## config.mk

```make
export PLATFORM = sky130hd
export DESIGN_NAME = mdiv_unit
export DESIGN_NICKNAME = d
export VERILOG_FILES = /design/src/rtl/mdiv_pkg.sv /design/src/rtl/mdiv_unit.sv
export SDC_FILE = /design/constraint.sdc
export NUM_CORES = 1
export LEC_CHECK = 0
export BUFFER_PORTS_ARGS = -buffer_cell sky130_fd_sc_hd__clkbuf_2
export CORE_ASPECT_RATIO = 0.8
export CORE_MARGIN = 1
export CORE_UTILIZATION = 40
export CTS_CLUSTER_DIAMETER = 40
export DETAILED_ROUTE_END_ITERATION = 6
export GPL_ROUTABILITY_DRIVEN = 1
export PLACE_DENSITY_LB_ADDON = 0.2
export SYNTH_ARGS = -nofsm -noshare
export SYNTH_HDL_FRONTEND = slang
export SYNTH_SLANG_ARGS = --single-unit
```

## constraint.sdc

```tcl
create_clock -name i_clk -period 7.13 [get_ports i_clk]
set_input_delay 1.426 -clock i_clk [delete_from_list [all_inputs] [get_ports i_clk]]
set_output_delay 1.426 -clock i_clk [all_outputs]
set_load 0.02 [all_outputs]
```

## src/rtl/mdiv_pkg.sv

```systemverilog
// mdiv_pkg: shared definitions for the iterative multiply/divide unit.
//   mdiv_op_t    - operation codes carried on the OP bus with START
//   mdiv_state_t - sequencer states
//   MDIV_W       - default operand width
package mdiv_pkg;

  localparam int MDIV_W = 32;

  typedef enum logic [2:0] {
    OP_MULT  = 3'b000,
    OP_MULTU = 3'b001,
    OP_DIV   = 3'b010,
    OP_DIVU  = 3'b011,
    OP_MTHI  = 3'b100,
    OP_MTLO  = 3'b101
  } mdiv_op_t;

  typedef enum logic [1:0] {
    IDLE = 2'd0,
    RUN  = 2'd1,
    FIX  = 2'd2
  } mdiv_state_t;

endpackage

```

## src/rtl/mdiv_unit.sv

```systemverilog
// mdiv_unit: iterative MULT/MULTU/DIV/DIVU unit owning HI/LO, plus MTHI/MTLO.
//   i_clk    core clock
//   i_rst    asynchronous active-high reset
//   i_start  one-cycle operation strobe
//   i_op     operation code (mdiv_op_t), valid with i_start
//   i_a      rs operand (dividend / multiplicand / MTHI/MTLO source)
//   i_b      rt operand (divisor / multiplier)
//   o_busy   result pending; HI/LO not yet valid
//   o_hi     architected HI
//   o_lo     architected LO
// One iteration per cycle for W cycles (RUN), then one sign-fix cycle (FIX)
// that writes HI/LO. Any mul/div or MTHI/MTLO strobe aborts an op in flight.
module mdiv_unit
  import mdiv_pkg::*;
#(
  parameter int W = MDIV_W
) (
  input  logic         i_clk,
  input  logic         i_rst,
  input  logic         i_start,
  input  logic [2:0]   i_op,
  input  logic [W-1:0] i_a,
  input  logic [W-1:0] i_b,
  output logic         o_busy,
  output logic [W-1:0] o_hi,
  output logic [W-1:0] o_lo
);

  localparam int CW = $clog2(W);

  mdiv_state_t r_state, w_state_nxt;
  logic          r_busy;
  logic [CW-1:0] r_cnt;
  // Working pair: multiply uses {r_wh,r_wl} as the product accumulator,
  // divide uses r_wh as remainder and r_wl as quotient.
  logic [W-1:0]  r_wh, r_wl, r_b;
  logic          r_is_div, r_neg_q, r_neg_r;
  logic [W-1:0]  r_hi, r_lo;

  logic          w_is_md, w_is_mt, w_signed, w_a_neg, w_b_neg;
  logic [W-1:0]  w_a_abs, w_b_abs;
  logic [W:0]    w_mul_sum;
  logic [W:0]    w_rsh;
  logic [W+1:0]  w_diff;
  logic          w_fits;
  logic [2*W-1:0] w_prod, w_prod_s;
  logic [W-1:0]  w_q_s, w_r_s;

  // Operation decode; 110/111 decode to neither class and are ignored.
  assign w_is_md  = i_start && (i_op == OP_MULT || i_op == OP_MULTU ||
                                i_op == OP_DIV  || i_op == OP_DIVU);
  assign w_is_mt  = i_start && (i_op == OP_MTHI || i_op == OP_MTLO);
  assign w_signed = (i_op == OP_MULT) || (i_op == OP_DIV);
  assign w_a_neg  = w_signed & i_a[W-1];
  assign w_b_neg  = w_signed & i_b[W-1];
  assign w_a_abs  = w_a_neg ? -i_a : i_a;
  assign w_b_abs  = w_b_neg ? -i_b : i_b;

  // Multiply step: conditional add with carry out, carry shifts into the top.
  assign w_mul_sum = {1'b0, r_wh} + (r_wl[0] ? {1'b0, r_b} : '0);

  // Divide step: the shifted remainder needs W+1 bits; the stored remainder
  // is always below the divisor (or equals shifted-in dividend bits for a
  // zero divisor), so W bits of storage are enough.
  assign w_rsh  = {r_wh, r_wl[W-1]};
  assign w_diff = {1'b0, w_rsh} - {2'b00, r_b};
  assign w_fits = ~w_diff[W+1];

  // Sign fix-up applied in FIX.
  assign w_prod   = {r_wh, r_wl};
  assign w_prod_s = r_neg_q ? -w_prod : w_prod;
  assign w_q_s    = r_neg_q ? -r_wl : r_wl;
  assign w_r_s    = r_neg_r ? -r_wh : r_wh;

  // Next state: a new mul/div always wins (restart), MTHI/MTLO aborts.
  always_comb begin
    w_state_nxt = r_state;
    if (w_is_md) begin
      w_state_nxt = RUN;
    end else if (w_is_mt) begin
      w_state_nxt = IDLE;
    end else begin
      case (r_state)
        IDLE:    w_state_nxt = IDLE;
        RUN:     w_state_nxt = (r_cnt == CW'(W-1)) ? FIX : RUN;
        FIX:     w_state_nxt = IDLE;
        default: w_state_nxt = IDLE;
      endcase
    end
  end

  always_ff @(posedge i_clk or posedge i_rst) begin
    if (i_rst) begin
      r_state <= IDLE;
      r_busy  <= 1'b0;
    end else begin
      r_state <= w_state_nxt;
      r_busy  <= (w_state_nxt != IDLE);
    end
  end

  always_ff @(posedge i_clk or posedge i_rst) begin
    if (i_rst) begin
      r_cnt    <= '0;
      r_wh     <= '0;
      r_wl     <= '0;
      r_b      <= '0;
      r_is_div <= 1'b0;
      r_neg_q  <= 1'b0;
      r_neg_r  <= 1'b0;
      r_hi     <= '0;
      r_lo     <= '0;
    end else begin
      if (w_is_md) begin
        r_cnt    <= '0;
        r_wh     <= '0;
        r_wl     <= w_a_abs;
        r_b      <= w_b_abs;
        r_is_div <= i_op[1];
        r_neg_q  <= w_a_neg ^ w_b_neg;
        r_neg_r  <= w_a_neg;
      end else if (r_state == RUN) begin
        r_cnt <= r_cnt + 1'b1;
        if (r_is_div) begin
          r_wh <= w_fits ? w_diff[W-1:0] : w_rsh[W-1:0];
          r_wl <= {r_wl[W-2:0], w_fits};
        end else begin
          r_wh <= w_mul_sum[W:1];
          r_wl <= {w_mul_sum[0], r_wl[W-1:1]};
        end
      end

      // HI/LO: MTHI/MTLO at the strobe, results only on an uninterrupted FIX.
      if (w_is_mt) begin
        if (i_op == OP_MTHI) r_hi <= i_a;
        else                 r_lo <= i_a;
      end else if (r_state == FIX && !w_is_md) begin
        if (r_is_div) begin
          r_hi <= w_r_s;
          r_lo <= w_q_s;
        end else begin
          r_hi <= w_prod_s[2*W-1:W];
          r_lo <= w_prod_s[W-1:0];
        end
      end
    end
  end

  assign o_busy = r_busy;
  assign o_hi   = r_hi;
  assign o_lo   = r_lo;

endmodule

```

[After elaboration in Yosys (flattened, before gate mapping)]
Index checks and enable logic that the tools add are counted.
Cells by class
  add/sub/neg operators: 8
  multiply operators: 0
  div/mod/pow operators: 0
  $lt $le $gt $ge: 0
  equality and inequality tests: 10
  shift-type cells: 0
  mux-type cells: 27
  bitwise operators: 4
  reductions and logical operators: 15
Operators with widths (count)
  $mux W32: 20
  $neg A32 Y32: 4
  $mux W64: 1
  $neg A64 Y64: 1
  $sub A33 B32 Y34: 1
  $add A32 B32 Y33: 1
  $mux W5: 2
  $mux W2: 4
  $eq A3 B2 Y1 const B: 2
  $eq A3 B3 Y1 const B: 2
  $reduce_bool A2 Y1: 3
  $add A5 B1 Y5 const B: 1
  $eq A5 B5 Y1 const B: 1
  $logic_or A1 B1 Y1: 5
  $reduce_and A2 Y1: 2
  $eq A3 B1 Y1 const B: 1
  $logic_and A1 B1 Y1: 3
  $logic_not A3 Y1: 1
  $and A1 B1 Y1: 2
  $eq A2 B1 Y1 const B: 1
  $eq A2 B2 Y1 const B: 1
  $ne A2 B1 Y1 const B: 1
  $ne A2 B2 Y1 const B: 1
  $logic_not A1 Y1: 1
  2 further kinds: 2
Storage, ports and cells
  register bits: 171
  bits in latches: 0
  bits in writable memories: 0
  ROM bits: 0
  word-level logic and storage cells: 75
  memories kept: 0

[Logic depth before layout (Yosys ltp)]
Gate-level depths: netlist of run 1.
  depth in word-level cells: 9
  gate-level depth with buffers: 14

[Worst setup path after synthesis of run 1]
Ideal clock, no wire load.
  kind: input to register
  start point: input i_b[8]
  end point: register r_b[20]
  setup time: 0.133 ns
  arrival: 3.448 ns
  data required time: 6.997 ns
  slack: 3.549 ns
  stages on the path: 9
  buffers on the path: 0
  path through: nor3_1 -> nand2_1 -> nor4_1 -> nor4b_1 -> nand2_1 -> or3_1 -> o31ai_1 -> xor2_1 -> o21ai_0
On the way
  cells in the longest elaborated chain, start to end: 2
Ends and longest elaborated chain
  from (decl): line mdiv_unit.sv:23  | input logic [W-1:0] i_b,
  $neg A32 Y32: line mdiv_unit.sv:57  | assign w_b_abs = w_b_neg ? -i_b : i_b;
  $mux W32: line mdiv_unit.sv:57
  to (signal assigned): line mdiv_unit.sv:118  | r_b <= w_b_abs;
  to (decl): line mdiv_unit.sv:36  | logic [W-1:0] r_wh, r_wl, r_b;
Every way passes these cells.
A chain may end at the register's enable or synchronous reset.

[Worst setup path after layout of run 1]
  start point: register r_wl[0]
  end point: register r_hi[24] (netlist: o_hi[24])
On the way
  cells in the longest elaborated chain, start to end: 5
Ends and longest elaborated chain
  from (decl): line mdiv_unit.sv:36
  from (signal assigned): line mdiv_unit.sv:117  | r_wl <= w_a_abs;
  from (signal assigned): line mdiv_unit.sv:126  | r_wl <= {r_wl[W-2:0], w_fits};
  from (signal assigned): line mdiv_unit.sv:129  | r_wl <= {w_mul_sum[0], r_wl[W-1:1]};
  $neg A64 Y64: line mdiv_unit.sv:71  | assign w_prod_s = r_neg_q ? -w_prod : w_prod;
  $mux W64: line mdiv_unit.sv:71
  $mux W32: line mdiv_unit.sv:138  | if (r_is_div) begin
  $mux W32: line mdiv_unit.sv:137  | end else if (r_state == FIX && !w_is_md) begin
  $mux W32: line mdiv_unit.sv:134  | if (w_is_mt) begin
  to (signal assigned): line mdiv_unit.sv:135  | if (i_op == OP_MTHI) r_hi <= i_a;
  to (signal assigned): line mdiv_unit.sv:139  | r_hi <= w_r_s;
  to (signal assigned): line mdiv_unit.sv:142  | r_hi <= w_prod_s[2*W-1:W];
  to (decl): line mdiv_unit.sv:38  | logic [W-1:0] r_hi, r_lo;
Every way passes these cells. The select of a mux whose other input is x is not followed.

==> impl_metrics.ini, run 1 <==
[outcome]
status = finished clean

[timing]
finClkSkew_ns = 0.01509
fmax_mhz = 220.3
slew_viol_final = 0
finalCritPeriodShare_pct = 63.67
rsz0062_at_grt = no
slew-limit-headroom_pct = 32.35
setup_viol = 0
worst_pin_slew_ns = 1.014
hold_viol_final = 0
fin_crit_ns = 4.540
final.setup.tns_ns = 0

[place]
dp_hpwl_um = 32970
gp_congestion = 0.8998
port_buffers = 134

[floorplanning]
die-width_um = 210.7
num_rows = 60
fp.dieH_um = 169.0
die-area_mm2 = 0.03561
initial_utilization_pct = 41.09
io_pins = 135
core_mm2 = 0.03393

[yosys]
seq_area_frac_synth_pct = 30.69
synth-seq-cells = 171
avgSynthCellArea_um2 = 7.895
yosysWarnings = 0
postSynthCellCount = 1766
synth_nets = 1908
ys.flop_type = dfrtp_1
synth_edf_count = 0
async_reset_ff_share_pct = 100.0
syn_area_mm2 = 0.01394
synth_cell_types = 70

[clock_tree]
numCtsBuffers = 17
post_cts.repair.setup_buffers = 0
root_buffer = clkbuf_16
cts.sink_count = 171
cts.path.max_buffers = 2
cts_resized = 0
ctsHtreeMaxLevel = 4
clkLatencyLatePin_ns = 0.45
clkTransAtPathRegs_ns = 0.07
cts_tree = yes
hold_buffers = 0

[power_and_ir_drop]
power_leakage_nw = 6.991
switchingPower_mw = 2.732
power_density_mw_per_mm2 = 369.4
switching_share_pct = 47.29
comb_power_share_pct = 53.2
ir_drop_mv = 0.2599
p_clk_share_pct = 17.5
internal-power_mw = 3.045
seq_power_share_pct = 29.3

[setup_path]
max_stage_delay_ns = 0.77
r2r_cells = 11
timing.rr.end = o_hi[24]
crit_required_ns = 7.50
critical_path_class = register to register
path_buf_inv = 1
cpLargestDelayFamily = simple AND/OR/NAND/NOR gates
worstPathCellList = inv_1 -> ha_1 -> nand2b_1 -> or4_1 -> or3_1 -> or2_1 -> o21ai_2 -> o21ai_0 -> xor2_1 -> nand2_1 -> a31oi_1
r2r-start = r_wl[0]
startpoint_type = register
crit_fanout = 31
r2r_setup_slack_ns = 2.59
crit_path_end_kind = register
crit_arrival_ns = 4.91
cp_slowest_cell = inv_1

[cells_and_area]
fin_util_pct = 46.10
fill_cells = 3493
multi_input_area_mm2 = 0.009107
ff_latch_area_mm2 = 0.004280
finalNetCount = 1983
area_growth_pct = 12.20
drive_above_1_share_pct = 11.17

[grt]
antenna_found_initial = 0
gr-total-overflow = 0
grt_usage_pct = 25.46
grt_pass1_wl_um = 71440
grt_pass1_vias = 12620
grt_max_degree = 77

[route]
dr.pass1.iters = 7
routed_wl_um = 45410
vias = 13580
antenna_left = 0
vias_per_cell = 5.851
drc = 0
drtIter0Drc = 1325
avgRoutedWirePerCell_um = 19.57

[hold_path]
hold-path-cell-count = 2
hold_end = r_b[19]
min-delay-start = r_b[19]
min_path_type = register to register

[job]
maxCapViolCount = 0
==> power groups by stage <==
| stage | sequential (mW) | clock [mW] | combinational (mW) |
|---|---|---|---|
| global placement | 1.69 | 0 | 2.98 |
| finish | 1.69 | 1.01 | 3.07 |
| CTS | 1.68 | 1.02 | 3.04 |
| detailed placement | 1.70 | 0 | 3.01 |
| floorplan | 1.65 | 0 | 2.17 |
| global route | 1.73 | 1.06 | 3.40 |
==> cells in the mapped netlist (all sizes together) (3+ instances only) <==
cell type / count / area, um^2
a211oi: 8 / 60.06
and3: 13 / 81.33
a221o: 4 / 40.04
nand2: 244 / 915.9
a31oi: 41 / 256.5
nor3b: 5 / 37.54
xnor2: 97 / 849.6
mux2: 5 / 60.05
buf: 10 / 43.80
o21ai: 181 / 913.4
o31a: 3 / 26.28
o22ai: 4 / 25.02
o21bai: 10 / 75.07
or4: 12 / 101.3
inv: 66 / 247.7
nor4b: 7 / 61.31
o41ai: 9 / 78.83
clkbuf: 87 / 326.6
a41oi: 4 / 35.03
and2: 8 / 50.05
mux2i: 36 / 360.4
nand3: 15 / 75.07
ha: 70 / 875.8
a21boi: 22 / 165.2
nand4: 9 / 56.30
nor2: 148 / 555.5
nor4: 16 / 100.1
a22oi: 12 / 90.09
dfrtp: 171 / 4279
o21a: 9 / 67.56
a221oi: 11 / 96.34
a211o: 4 / 35.03
or3: 20 / 125.1
nand2b: 18 / 112.6
or2: 4 / 27.53
a21oi: 119 / 595.6
o211ai: 48 / 360.4
nand3b: 6 / 45.04
o31ai: 24 / 180.2
o221ai: 3 / 32.53
a21o: 35 / 262.8
nor2b: 11 / 68.82
nor3: 38 / 190.2
xor2: 77 / 674.4
==> routing by layer <==
| layer | up-vias | track usage, % | routed length [um] |
|---|---|---|---|
| met2 | 505 | 38.66 | 19950 |
| li1 | 6473 | - | - |
| met5 | - | 0 | 0 |
| met1 | 6530 | 37.01 | 21610 |
| met3 | 67 | 3.952 | 2821 |
| met4 | 0 | 7.593 | 1037 |
==> registers in the layout, summed over array words and instances (netlist names), 2 cells and up <==
name     cells
r_wh        32
r_b         32
r_wl        32
r_state      2
o_hi        32
o_lo        32
r_cnt        5
==> metrics by stage <==
step           setup WS [ns]  power [mW]  hold slack [ns]  cell area, um^2  instances
3_3_place_gp           2.727       4.669           0.4601            15040       2287
3_5_place_dp           2.673       4.712           0.4690            15040       2287
6_report               2.590       5.778           0.4796            15640       2320
4_1_cts                2.670       5.741           0.4852            15640       2319
5_1_grt                2.246       6.184           0.5066            15640       2319
2_1_floorplan          1.072       3.822           0.4498            13940       1766
==> worst max path at each step <==
stage                       start  endpoint  slack [ns]  cells past startpoint
after floorplan             i_rst    o_busy        1.07                      1
after global placement     i_b[6]   r_b[20]        2.73                     10
after detailed placement  r_wl[0]  o_hi[30]        2.67                     11
after CTS                 r_wl[0]  o_hi[30]        2.67                     11
after global routing      r_wl[0]  r_wh[31]        2.25                     12
final                     r_wl[0]  o_hi[24]        2.59                     11
==> cell families after synthesis <==
family	Yosys count	synth area share, %
simple gates	578	18.94
mux	41	3.015
fa+ha+maj	72	6.569
buf+inv	163	4.433
flops	171	30.69
xor+xnor	174	10.93
compound gates	567	25.42
==> worst min-delay path, delay by kind of cell (launching register included) <==
family,cells,cell delay (ns)
compound gates,1,0.06
flops,1,0.34
simple gates,1,0.05
==> layout by cell type, fill, tap and decap left out, drive strengths merged, types with 10 or more instances in the layout <==
cell,n
a21oi,119
dfrtp,171
a221oi,11
clkbuf,157
and3,13
inv,67
nor3,38
xnor2,97
nand3,15
a31oi,41
ha,70
or4,12
nor4,16
a21boi,22
or3,20
xor2,77
nand2,244
mux2i,36
nor2b,11
o21bai,10
o31ai,24
nor2,148
a21o,35
nand2b,18
o21ai,181
buf,19
a22oi,12
o211ai,48
==> layout make-up <==
cell class                 instances  area share [%]
multi-input combinational       1432           58.22
sequential                       171           27.36
timing repair buffer             153           5.199
tap                              465           3.719
clock buffer                      23           2.992
inverter                          66           1.616
clock inverter                     9          0.8719
antenna                            1         0.01600
Note: power is estimated with default switching activity, not from simulation.
==> run 2: changes to the inputs <==
==> constraint.sdc (replaced) <==
create_clock -name i_clk -period 4.1 [get_ports i_clk]
set_input_delay 0.82 -clock i_clk [delete_from_list [all_inputs] [get_ports i_clk]]
set_output_delay 0.82 -clock i_clk [all_outputs]
set_load 0.02 [all_outputs]
==> run 2 against run 1 <==
Effect of this change:
- final cell count rose by 1.6%
- first-iteration DRC count fell by 3.7%
- via count fell by 0.19%
- register-to-register slack got worse by 2.3 ns
- clock skew fell by 0.0013 ns
- critical path depth rose by 2
- setup slack got worse by 2.3 ns
- sequential power rose by 63%
- sequential cell count did not move
- routed wire length fell by 0.52%
- sequential share of layout area fell by 0.58 points
- die area did not move
- critical endpoint is now r_wh[30]
==> impl_metrics.ini, run 2 (synthesized netlist as in run 1, its figures left out) <==
[grt]
antenna_found_initial = 1
grt_max_degree = 91
gr-total-overflow = 0
grt_pass1_wl_um = 71570
grt_pass1_vias = 12760
grt_usage_pct = 25.72

[clock_tree]
numCtsBuffers = 17
cts.sink_count = 171
cts.path.max_buffers = 2
root_buffer = clkbuf_16
ctsHtreeMaxLevel = 4
cts_tree = yes
clkLatencyLatePin_ns = 0.46
clkTransAtPathRegs_ns = 0.07

[setup_path]
critical_path_class = register to register
crit_fanout = 12
crit_path_end_kind = register
crit_arrival_ns = 4.13
crit_required_ns = 4.43
startpoint_type = register
r2r_cells = 13

[timing]
setup_viol = 0
fin_crit_ns = 3.796
finalCritPeriodShare_pct = 92.58
hold_viol_final = 0
fmax_mhz = 263.4
slew_viol_final = 0
finClkSkew_ns = 0.01384
rsz0062_at_grt = no
slew-limit-headroom_pct = 26.28
final.setup.tns_ns = 0
worst_pin_slew_ns = 1.096

[floorplanning]
initial_utilization_pct = 41.09
die-area_mm2 = 0.03561
die-width_um = 210.7
num_rows = 60
fp.dieH_um = 169.0
io_pins = 135
core_mm2 = 0.03393

[power_and_ir_drop]
power_density_mw_per_mm2 = 638.8
power_leakage_nw = 7.194
ir_drop_mv = 0.3181

[place]
gp_congestion = 0.9193
dp_hpwl_um = 33890
dpl_cell_area_mm2 = 0.01537
port_buffers = 134
placedCellCount = 2324

[cells_and_area]
finalNetCount = 2023
multi_input_area_mm2 = 0.009107
final_area_mm2 = 0.01598
stdcell_count = 2357
n_antenna_cell = 0
fill_cells = 3486
fin_util_pct = 47.09
area_growth_pct = 14.61
final_common_cell = nand2_1
drive_above_1_share_pct = 13.16
ff_latch_area_mm2 = 0.004280
mostFrequentLayoutCells = nand2_1, o21ai_0, dfrtp_1

[route]
avgRoutedWirePerCell_um = 19.17
dr.pass1.iters = 5
routed_wl_um = 45170
drc = 0
drtIter0Drc = 1276
vias_per_cell = 5.748
antenna_left = 0
vias = 13550

[job]
maxCapViolCount = 0

[hold_path]
min_path_type = primary input to asynchronous set/reset pin

[outcome]
status = finished clean
==> run 2: cell count changes in the layout (fill, tap and decap cells not counted), sizes merged <==
| cell | previous run | this run |
|---|---|---|
| clkinvlp | 2 | 5 |
| inv | 67 | 66 |
| buf | 19 | 59 |
| clkbuf | 157 | 153 |
| diode | 1 | 0 |
==> run 2: routing by layer <==
layer | part of all wire (%) | GRT usage (%) | vias up
met3 | 5.8 | 4.378 | 55
met2 | 43 | 38.44 | 426
met4 | 2.1 | 7.971 | 2
li1 | - | - | 6557
met5 | 0.018 | 0 | -
met1 | 49 | 37.53 | 6509
==> run 2: what timing repair did <==
item                                    CTS  global route
setup buffers                             0             3
hold buffers                              0             0
endpoints found under the setup margin    0             1
resized for setup                         0             2
==> run 2: power breakdown <==
| part | internal [mW] | total [mW] | switching [mW] |
|---|---|---|---|
| registers | 2.17 | 2.75 | 0.580 |
| logic | 2.31 | 5.76 | 3.45 |
| clock network | 0.952 | 1.69 | 0.742 |
==> run 2: worst paths after layout <==
check	start	to	slack, ns
max in group asynchronous	i_rst	r_wh[24]	2.96
min in group i_clk	o_lo[21]	o_lo[21]	0.48
setup / recovery	r_wl[0]	r_wh[30]	0.30
setup reg to reg	r_wl[0]	r_wh[30]	0.30
hold / removal	i_rst	o_hi[8]	0.28
hold reg to reg	o_lo[21]	o_lo[21]	0.48
==> run 2: critical path, cell delays in order (launching register included) <==
cell,delay (ns)
dfrtp_1,0.39
clkinvlp_4,0.28
buf_4,0.24
nor2_1,0.10
ha_1,0.22
and3_1,0.21
or4b_2,0.59
o22ai_1,0.31
a21oi_1,0.23
a31o_2,0.28
o41ai_2,0.32
nand2_1,0.09
a211o_1,0.29
o311a_1,0.11
==> run 2: area by class of cell <==
class,instances,share of cell area [%]
clock buffers,19,2.709
flip-flops and latches,171,26.79
inverters,66,1.597
repair buffers,193,7.360
multi-input cells,1432,57.00
well taps,465,3.641
clock inverters,11,0.9083
==> run 2: stage by stage <==
step,hold slack [ns],power (mW),worst slack [ns]
2_1_floorplan,0.4498,6.648,0.5212
3_3_place_gp,0.4620,8.362,0.1733
3_5_place_dp,0.4700,8.401,0.09743
4_1_cts,0.2705,10.14,0.08121
5_1_grt,0.2891,10.94,0.08795
6_report,0.2822,10.21,0.3041
